File: config.mk
export PLATFORM = sky130hd
export DESIGN_NAME = line_drawer
export DESIGN_NICKNAME = d
export VERILOG_FILES = /design/src/rtl/line_drawer.sv
export SDC_FILE = /design/constraint.sdc
export NUM_CORES = 1
export LEC_CHECK = 0
export ABC_AREA = 1
export CAP_MARGIN = 20
export CORE_ASPECT_RATIO = 0.8
export CORE_MARGIN = 3
export CORE_UTILIZATION = 52
export CTS_CLUSTER_SIZE = 20
export DETAILED_ROUTE_END_ITERATION = 10
export PLACE_DENSITY_LB_ADDON = 0.15
export SLEW_MARGIN = 20
export SYNTH_ARGS = -nofsm -noshare
export SYNTH_HDL_FRONTEND = slang
export SYNTH_SLANG_ARGS = --single-unit
File: constraint.sdc
create_clock -name clk -period 7.6 [get_ports clk]
set_input_delay 1.52 -clock clk [delete_from_list [all_inputs] [get_ports clk]]
set_output_delay 1.52 -clock clk [all_outputs]
set_load 0.02 [all_outputs]
File: src/rtl/line_drawer.sv
// line_drawer: Bresenham rasteriser, one on-screen pixel per valid/ready handshake.
module line_drawer (
  input  logic       clk,
  input  logic       reset,
  input  logic       start,
  input  logic [9:0] x0,
  input  logic [8:0] y0,
  input  logic [9:0] x1,
  input  logic [8:0] y1,
  output logic [9:0] pixel_x,
  output logic [8:0] pixel_y,
  output logic       pixel_valid,
  input  logic       pixel_ready,
  output logic       busy,
  output logic       done
);
  typedef enum logic [1:0] {IDLE, SETUP, DRAW, DONE} state_t;
  state_t state_q, state_d;
  logic [9:0] x0_q, x0_d, y0_q, y0_d, x1_q, x1_d, y1_q, y1_d;
  logic [9:0] a_q, a_d, b_q, b_d, aend_q, aend_d, dx_q, dx_d, dy_q, dy_d;
  logic steep_q, steep_d, yneg_q, yneg_d;
  logic signed [11:0] err_q, err_d, err_s;
  logic [9:0] adx, ady, sa0, sb0, sa1, sb1, ua0, ub0, ua1, ub1, ddx, px, py;
  logic steep_s, swap, visible, advance;
  // Setup datapath: fold octants into a left-to-right shallow walk along axis a
  assign adx = x1_q >= x0_q ? x1_q - x0_q : x0_q - x1_q;
  assign ady = y1_q >= y0_q ? y1_q - y0_q : y0_q - y1_q;
  assign steep_s = ady > adx;
  assign sa0 = steep_s ? y0_q : x0_q;
  assign sb0 = steep_s ? x0_q : y0_q;
  assign sa1 = steep_s ? y1_q : x1_q;
  assign sb1 = steep_s ? x1_q : y1_q;
  assign swap = sa0 > sa1;
  assign ua0 = swap ? sa1 : sa0;
  assign ub0 = swap ? sb1 : sb0;
  assign ua1 = swap ? sa0 : sa1;
  assign ub1 = swap ? sb0 : sb1;
  assign ddx = ua1 - ua0;
  assign px = steep_q ? b_q : a_q;
  assign py = steep_q ? a_q : b_q;
  assign pixel_x = px;
  assign pixel_y = py[8:0];
  assign visible = px < 10'd640 && py < 10'd480;
  assign pixel_valid = state_q == DRAW && visible;
  // Off-screen pixels step through without waiting on the framebuffer
  assign advance = state_q == DRAW && (!visible || pixel_ready);
  assign busy = state_q == SETUP || state_q == DRAW;
  assign done = state_q == DONE;
  assign err_s = err_q + $signed({2'b00, dy_q});
  always_comb begin
    state_d = state_q;
    x0_d = x0_q;
    y0_d = y0_q;
    x1_d = x1_q;
    y1_d = y1_q;
    a_d = a_q;
    b_d = b_q;
    aend_d = aend_q;
    dx_d = dx_q;
    dy_d = dy_q;
    steep_d = steep_q;
    yneg_d = yneg_q;
    err_d = err_q;
    case (state_q)
      IDLE: if (start) begin
        state_d = SETUP;
        x0_d = x0;
        y0_d = {1'b0, y0};
        x1_d = x1;
        y1_d = {1'b0, y1};
      end
      SETUP: begin
        state_d = DRAW;
        steep_d = steep_s;
        a_d = ua0;
        b_d = ub0;
        aend_d = ua1;
        dx_d = ddx;
        dy_d = ub0 < ub1 ? ub1 - ub0 : ub0 - ub1;
        yneg_d = !(ub0 < ub1);
        err_d = -$signed({3'b000, ddx[9:1]});
      end
      DRAW: if (advance) begin
        if (a_q == aend_q) state_d = DONE;
        else begin
          a_d = a_q + 10'd1;
          b_d = err_s >= 0 ? (yneg_q ? b_q - 10'd1 : b_q + 10'd1) : b_q;
          err_d = err_s >= 0 ? err_s - $signed({2'b00, dx_q}) : err_s;
        end
      end
      default: state_d = IDLE;
    endcase
  end
  always_ff @(posedge clk or posedge reset) begin
    if (reset) begin
      state_q <= IDLE;
      x0_q <= '0;
      y0_q <= '0;
      x1_q <= '0;
      y1_q <= '0;
      a_q <= '0;
      b_q <= '0;
      aend_q <= '0;
      dx_q <= '0;
      dy_q <= '0;
      steep_q <= 1'b0;
      yneg_q <= 1'b0;
      err_q <= '0;
    end else begin
      state_q <= state_d;
      x0_q <= x0_d;
      y0_q <= y0_d;
      x1_q <= x1_d;
      y1_q <= y1_d;
      a_q <= a_d;
      b_q <= b_d;
      aend_q <= aend_d;
      dx_q <= dx_d;
      dy_q <= dy_d;
      steep_q <= steep_d;
      yneg_q <= yneg_d;
      err_q <= err_d;
    end
  end
endmodule

==> Word level (Yosys, flattened, before mapping) <==
Index checks and enable logic that the tools add are counted.
{ "word_totals": {"reg_bits": 104, "out_inout_bits": 22} }
{ "op_classes": {"n_addsub": 13, "order_cmp": 8, "n_eq_ne": 9, "mux": 29, "reduce_logical": 13} }
{ "ops": {"columns": ["op", "n"], "rows": [
  ["10-bit two-way mux", 19],
  ["10-bit subtractor", 5],
  ["10-bit one-hot mux with 2 select lines", 2],
  ["12-bit two-way mux", 3],
  ["12-bit one-hot mux with 2 select lines", 1],
  ["10-bit by 1-bit adder with 10-bit output (second input constant)", 2],
  ["10-bit greater-than comparator", 2],
  ["9-bit by 9-bit subtractor with 10-bit output", 2],
  ["12-bit by 11-bit adder with 12-bit output", 1],
  ["12-bit by 1-bit >= comparator with 1-bit output (second input constant)", 1],
  ["9-bit negator with 12-bit output", 1],
  ["12-bit by 11-bit subtractor with 12-bit output", 1],
  ["10-bit == test", 1],
  ["10-bit >= comparator", 1],
  ["10-bit less-than comparator", 1],
  ["10-bit less-than comparator (second input constant)", 1],
  ["10-bit by 9-bit less-than comparator with 1-bit output (second input constant)", 1],
  ["10-bit by 1-bit subtractor with 10-bit output (second input constant)", 1],
  ["9-bit >= comparator", 1],
  ["2-bit two-way mux", 3],
  ["2-bit inequality test (second input constant)", 3],
  ["2-bit one-hot mux with 3 select lines", 1],
  ["3-bit AND reduction", 2],
  ["2-bit == test (second input constant)", 2],
  ["other kinds (9)", 14]
]} }

==> Logic depth before layout (Yosys ltp) <==
{ "depth": {"ltp_word": 9, "mapped_depth": 62} }

==> Worst setup path after synthesis <==
No wires, ideal clock.
{ "synth_timing": {"kind": "flip-flop to flip-flop", "from": "reg x1_q[0]", "to": "reg dy_q[4]", "t_arrival_ns": 8.273, "required_time_ns": 7.467, "slack_ns": -0.806, "stages_incl_launch_ff": 58, "path_buffers": 10, "period_less_slack_ns": 8.406, "cell_sequence": "dfrtp_1 inv_1 ha_1 inv_1 fa_1 inv_1 o21ai_0 nand2_1 nand2_1 nand2_1 nand2_1 a21oi_1 o21ai_0 a21o_1 clkbuf_1 o221ai_1 xor2_1 ha_1 (+22 left out) clkbuf_1 nand2_1 o21ai_0 ha_1 inv_1 fa_1 inv_1 o21ai_0 a21oi_1 nor2_1 a211oi_1 o21bai_1 a21oi_1 clkbuf_1 inv_1 o21ai_0 xnor2_1 o21ai_0"} }
{ "synth_via": {"elab_chain_len": 8} }
{ "synth_rtl": {"columns": ["item", "line_no", "rtl"], "rows": [
  ["from (decl)", "19", "logic [9:0] x0_q, x0_d, y0_q, y0_d, x1_q, x1_d, y1_q, y1_d;"],
  ["from (signal assigned)", "99", "x1_q <= '0;"],
  ["from (signal assigned)", "113", "x1_q <= x1_d;"],
  ["10-bit subtractor or 10-bit >= comparator (tied branches)", "26", "assign adx = x1_q >= x0_q ? x1_q - x0_q : x0_q - x1_q;"],
  ["10-bit two-way mux", "26", null],
  ["10-bit greater-than comparator", "28", "assign steep_s = ady > adx;"],
  ["10-bit two-way mux (on tied branches)", "29, 31", null],
  ["10-bit greater-than comparator", "33", "assign swap = sa0 > sa1;"],
  ["10-bit two-way mux (on tied branches)", "35, 37", null],
  ["10-bit subtractor or 10-bit less-than comparator (tied branches)", "79", "dy_d = ub0 < ub1 ? ub1 - ub0 : ub0 - ub1;"],
  ["10-bit two-way mux *", "79", null],
  ["to (signal assigned)", "119", "dy_q <= dy_d;"],
  ["to (decl)", "20", "logic [9:0] a_q, a_d, b_q, b_d, aend_q, aend_d, dx_q, dx_d, dy_q, dy_d;"]
]} }
Every way passes the cells marked *; elsewhere a longest branch is shown, timed or not.
A chain may end at the register's enable or synchronous reset.

==> Worst setup path in the final report <==
{ "layout_timing": {"from": "reg x1_q[0]", "to": "reg dy_q[7]"} }
The elaborated chain is that of the path after synthesis.

==> load_flow_metrics.sql <==
INSERT INTO impl_metrics (metric_group, metric, value, unit) VALUES
('sta', 'post-route-period-util', '0.955', ''),
('route', 'routed_wl', '31.6', 'mm'),
('place', 'pre_cts_slack', '-0.0701', 'ns'),
('logic_synthesis', 'synth_top_area_frac', '0.255', ''),
('setup_path', 'worstSetupPathType', 'flop to flop', ''),
('floorplanning', 'io-pin-count', '64', ''),
('route', 'dr_total_vias', '10300', ''),
('setup_path', 'cp.required', '7.85', 'ns'),
('route', 'drt_first_iter_violations', '1181', ''),
('cells_and_area', 'num-fill-cells', '1697', ''),
('run', 'max_cap_viol_count', '0', ''),
('place', 'io_buffers', '63', ''),
('logic_synthesis', 'synth_area_leader_cell', 'dfrtp_1', ''),
('logic_synthesis', 'synth-edff-count', '0', ''),
('setup_path', 'worst-r2r-cell-count', '48', ''),
('hold_path', 'min_path_type', 'flop to flop', ''),
('setup_path', 'timing.critical_path.fanout_max', '12', ''),
('setup_path', 'cp-start-kind', 'flop', ''),
('sta', 'setup_tns', '0', 'ns'),
('sta', 'slew_headroom', '0.306', ''),
('sta', 'hold_viol', '0', ''),
('cells_and_area', 'postLayoutCellArea', '12500', 'µm²'),
('setup_path', 'reg2reg_setup_slack', '0.34', 'ns'),
('logic_synthesis', 'post_synth_inst_count', '1476', ''),
('sta', 'drv_slew', '0', ''),
('grt', 'grt_antenna_before_repair', '0', ''),
('grt', 'global_route_usage_sum', '0.285', ''),
('logic_synthesis', 'seq_area_frac_synth', '0.255', ''),
('sta', 'finalSetupViolCount', '0', ''),
('logic_synthesis', 'synth_top_family_by_area', 'simple AND/OR/NAND/NOR gates', ''),
('cts', 'htreeDepth', '3', ''),
('sta', 'worst_slack', '0.340', 'ns'),
('logic_synthesis', 'yosys.area_share.adder', '0.151', ''),
('cts', 'cts.path.max_buffers', '2', ''),
('floorplanning', 'core_area', '19100', 'µm²'),
('route', 'dr.pass1.iters', '5', ''),
('logic_synthesis', 'synth_xor_area_frac', '0.0429', ''),
('logic_synthesis', 'muxShareOfSynthArea', '0.0187', ''),
('route', 'ant_nets', '0', ''),
('cts', 'cts.root.buffer_cell', 'clkbuf_16', ''),
('cts', 'numCtsBuffers', '9', ''),
('route', 'drc', '0', ''),
('place', 'place_area', '11600', 'µm²'),
('logic_synthesis', 'synth_seq_cells', '104', ''),
('logic_synthesis', 'yosysWarningCount', '0', ''),
('logic_synthesis', 'nets_in_the_synthesized_netlist', '1636', ''),
('floorplanning', 'start_util', '0.534', ''),
('cells_and_area', 'final_net_count', '1756', ''),
('run_status', 'result_of_the_run', 'complete, no violations', ''),
('setup_path', 'slowest_stage', 'dfrtp_1', ''),
('cts', 'clk-insertion-delay-late', '0.37', 'ns'),
('grt', 'grt_first_pass_wirelength', '48.7', 'mm'),
('place', 'routabilityCongestion', '1.01', ''),
('cells_and_area', 'final_layout_size_suffix_gt1_frac', '0.151', ''),
('setup_path', 'timing.rr.start', 'x1_q[0]', ''),
('grt', 'grt_start_max_net_pins', '76', ''),
('grt', 'globalRoute.totalOverflow', '0', ''),
('sta', 'period_minus_slack', '7.26', 'ns'),
('setup_path', 'crit_path_frequent_cell', 'nand2_1', ''),
('cells_and_area', 'area_growth_syn_to_layout', '22.0', '%'),
('setup_path', 'critPathLaunch', 'x1_q[0]', ''),
('setup_path', 'rr_endpoint', 'dy_q[7]', ''),
('setup_path', 'end_kind', 'flop', ''),
('cts', 'tritoncts', 'yes', ''),
('logic_synthesis', 'synth.area.top_cells', 'dfrtp_1, ha_1, nand2_1, inv_1, o21ai_0', ''),
('sta', 'tightestPinTransition', '1.03', 'ns'),
('floorplanning', 'die_height', '131', 'µm'),
('logic_synthesis', 'synthFlopType', 'dfrtp_1', ''),
('logic_synthesis', 'async_reset_ff_frac', '1.00', ''),
('logic_synthesis', 'netlist-cell-type-count', '49', ''),
('logic_synthesis', 'post_synth_instance_area', '10200', 'µm²');
critical path, delay by kind of cell, from the launching register on:
kind / cells / cell delay, ns
adder cells (fa/ha/maj): 5 / 1.29
flip-flops: 1 / 0.40
multiplexers: 2 / 0.54
AO/OA/AOI/OAI: 16 / 2.20
AND/OR/NAND/NOR: 14 / 1.31
buffers and inverters: 9 / 1.05
XOR/XNOR: 2 / 0.31
registers in the layout (all words and copies together), names as in the netlist, 2 cells and up:
name     cells
err_q       12
a_q         10
aend_q      10
b_q         10
dx_q        10
dy_q        10
x0_q        10
x1_q        10
y0_q         9
y1_q         9
state_q      2
placed cells by master, fill, tap and decap left out, types with 5 or more instances in the layout:
cell type        synthesis  layout
nand2_1                326     319
inv_1                  214     207
a21oi_1                132     122
o21ai_0                153     116
nor2_1                 111     108
dfrtp_1                104     104
ha_1                   109      94
buf_4                    3      85
clkdlybuf4s50_1          0      63
nand3_1                 47      47
xor2_1                  37      37
o21ai_1                  9      25
nand2_2                 17      24
o21ai_2                  0      19
a31oi_1                 14      14
xnor2_1                 13      13
o21bai_1                12      12
a21oi_2                  2      12
clkbuf_16                0      11
nor3_1                  10       9
mux2_2                   9       9
ha_4                     0       9
o211ai_1                 8       8
o22ai_1                  8       8
inv_2                    2       7
fa_1                     9       7
nand4_1                  6       6
nor2_2                   3       6
mux2i_1                  9       6
ha_2                     0       6
a21o_1                   6       5
a221oi_1                 5       5
through the flow:
step / hold WS [ns] / util / cells
floorplan: 0.453 / - / 1476
global route: 0.532 / 0.651 / 1859
CTS: 0.495 / 0.622 / 1838
global placement: 0.470 / 0.605 / 1822
detailed placement: 0.475 / 0.605 / 1822
finish: 0.498 / 0.651 / 1859
cells by family (layout without fill, tap and decap cells):
logic type,after synthesis,count (layout)
AND/OR/NAND/NOR,545,548
multiplexers,18,18
AO/OA/AOI/OAI,372,372
adder cells (fa/ha/maj),118,118
buffers and inverters,269,391
flip-flops,104,104
XOR/XNOR,50,50
synth_stat cells (4+ instances only):
cell type  count
nand3_1       47
or2_2          4
mux2_2         9
fa_1           9
inv_1        214
mux2i_1        9
o21ai_0      153
o22ai_1        8
a221oi_1       5
nand4_1        6
ha_1         109
a211oi_1       6
dfrtp_1      104
a21o_1         6
o21ai_1        9
o211ai_1       8
nand2_1      326
xor2_1        37
nor2_4         4
nor2_1       111
xnor2_1       13
nand3_2        4
clkbuf_1      37
nor3_1        10
o31ai_1        6
o21bai_1      12
nand2_2       17
a31oi_1       14
a21oi_1      132
buf_1          8
area by class of cell:
type | count | area [µm²] | share of cell area
Tap cell | 258 | 323 | 0.0259
Inverter | 216 | 813 | 0.0653
Multi-Input combinational cell | 1106 | 6960 | 0.558
Clock inverter | 5 | 61.3 | 0.00492
Sequential cell | 104 | 2600 | 0.209
Timing Repair Buffer | 159 | 1450 | 0.117
Clock buffer | 11 | 253 | 0.0203
how the worst min path moves through the flow:
stage             start  cells past startpoint  endpoint  slack, ns
2_1_floorplan  err_q[5]                      2  err_q[5]       0.45
3_3_place_gp   err_q[5]                      2  err_q[5]       0.47
3_5_place_dp    dx_q[8]                      2   dx_q[8]       0.48
4_1_cts         dx_q[8]                      2   dx_q[8]       0.49
5_1_grt         dx_q[8]                      2   dx_q[8]       0.53
6_report        dx_q[0]                      2   dx_q[0]       0.50
layer usage:
layer  part of all wire  global-route usage  wire length [µm]  vias up
met5                  0                   0                 0        -
met4              0.013              0.0526               413        0
met3              0.087              0.0574              2750       39
met2               0.42               0.413             13300      394
met1               0.48               0.440             15100     4792
li1                   -                   -                 -     5074
repair_timing:
item | in CTS | in global routing
buffers inserted | 0 | 15
gates cloned | 0 | 6
setup endpoints to repair | 7 | 16
hold buffers | 0 | 0
pin swaps | 3 | 27
gates resized for setup | 8 | 95
Power is left out: the tool's default activity adds up to more than one toggle a clock period on the data nets, which glitch-free logic cannot reach.
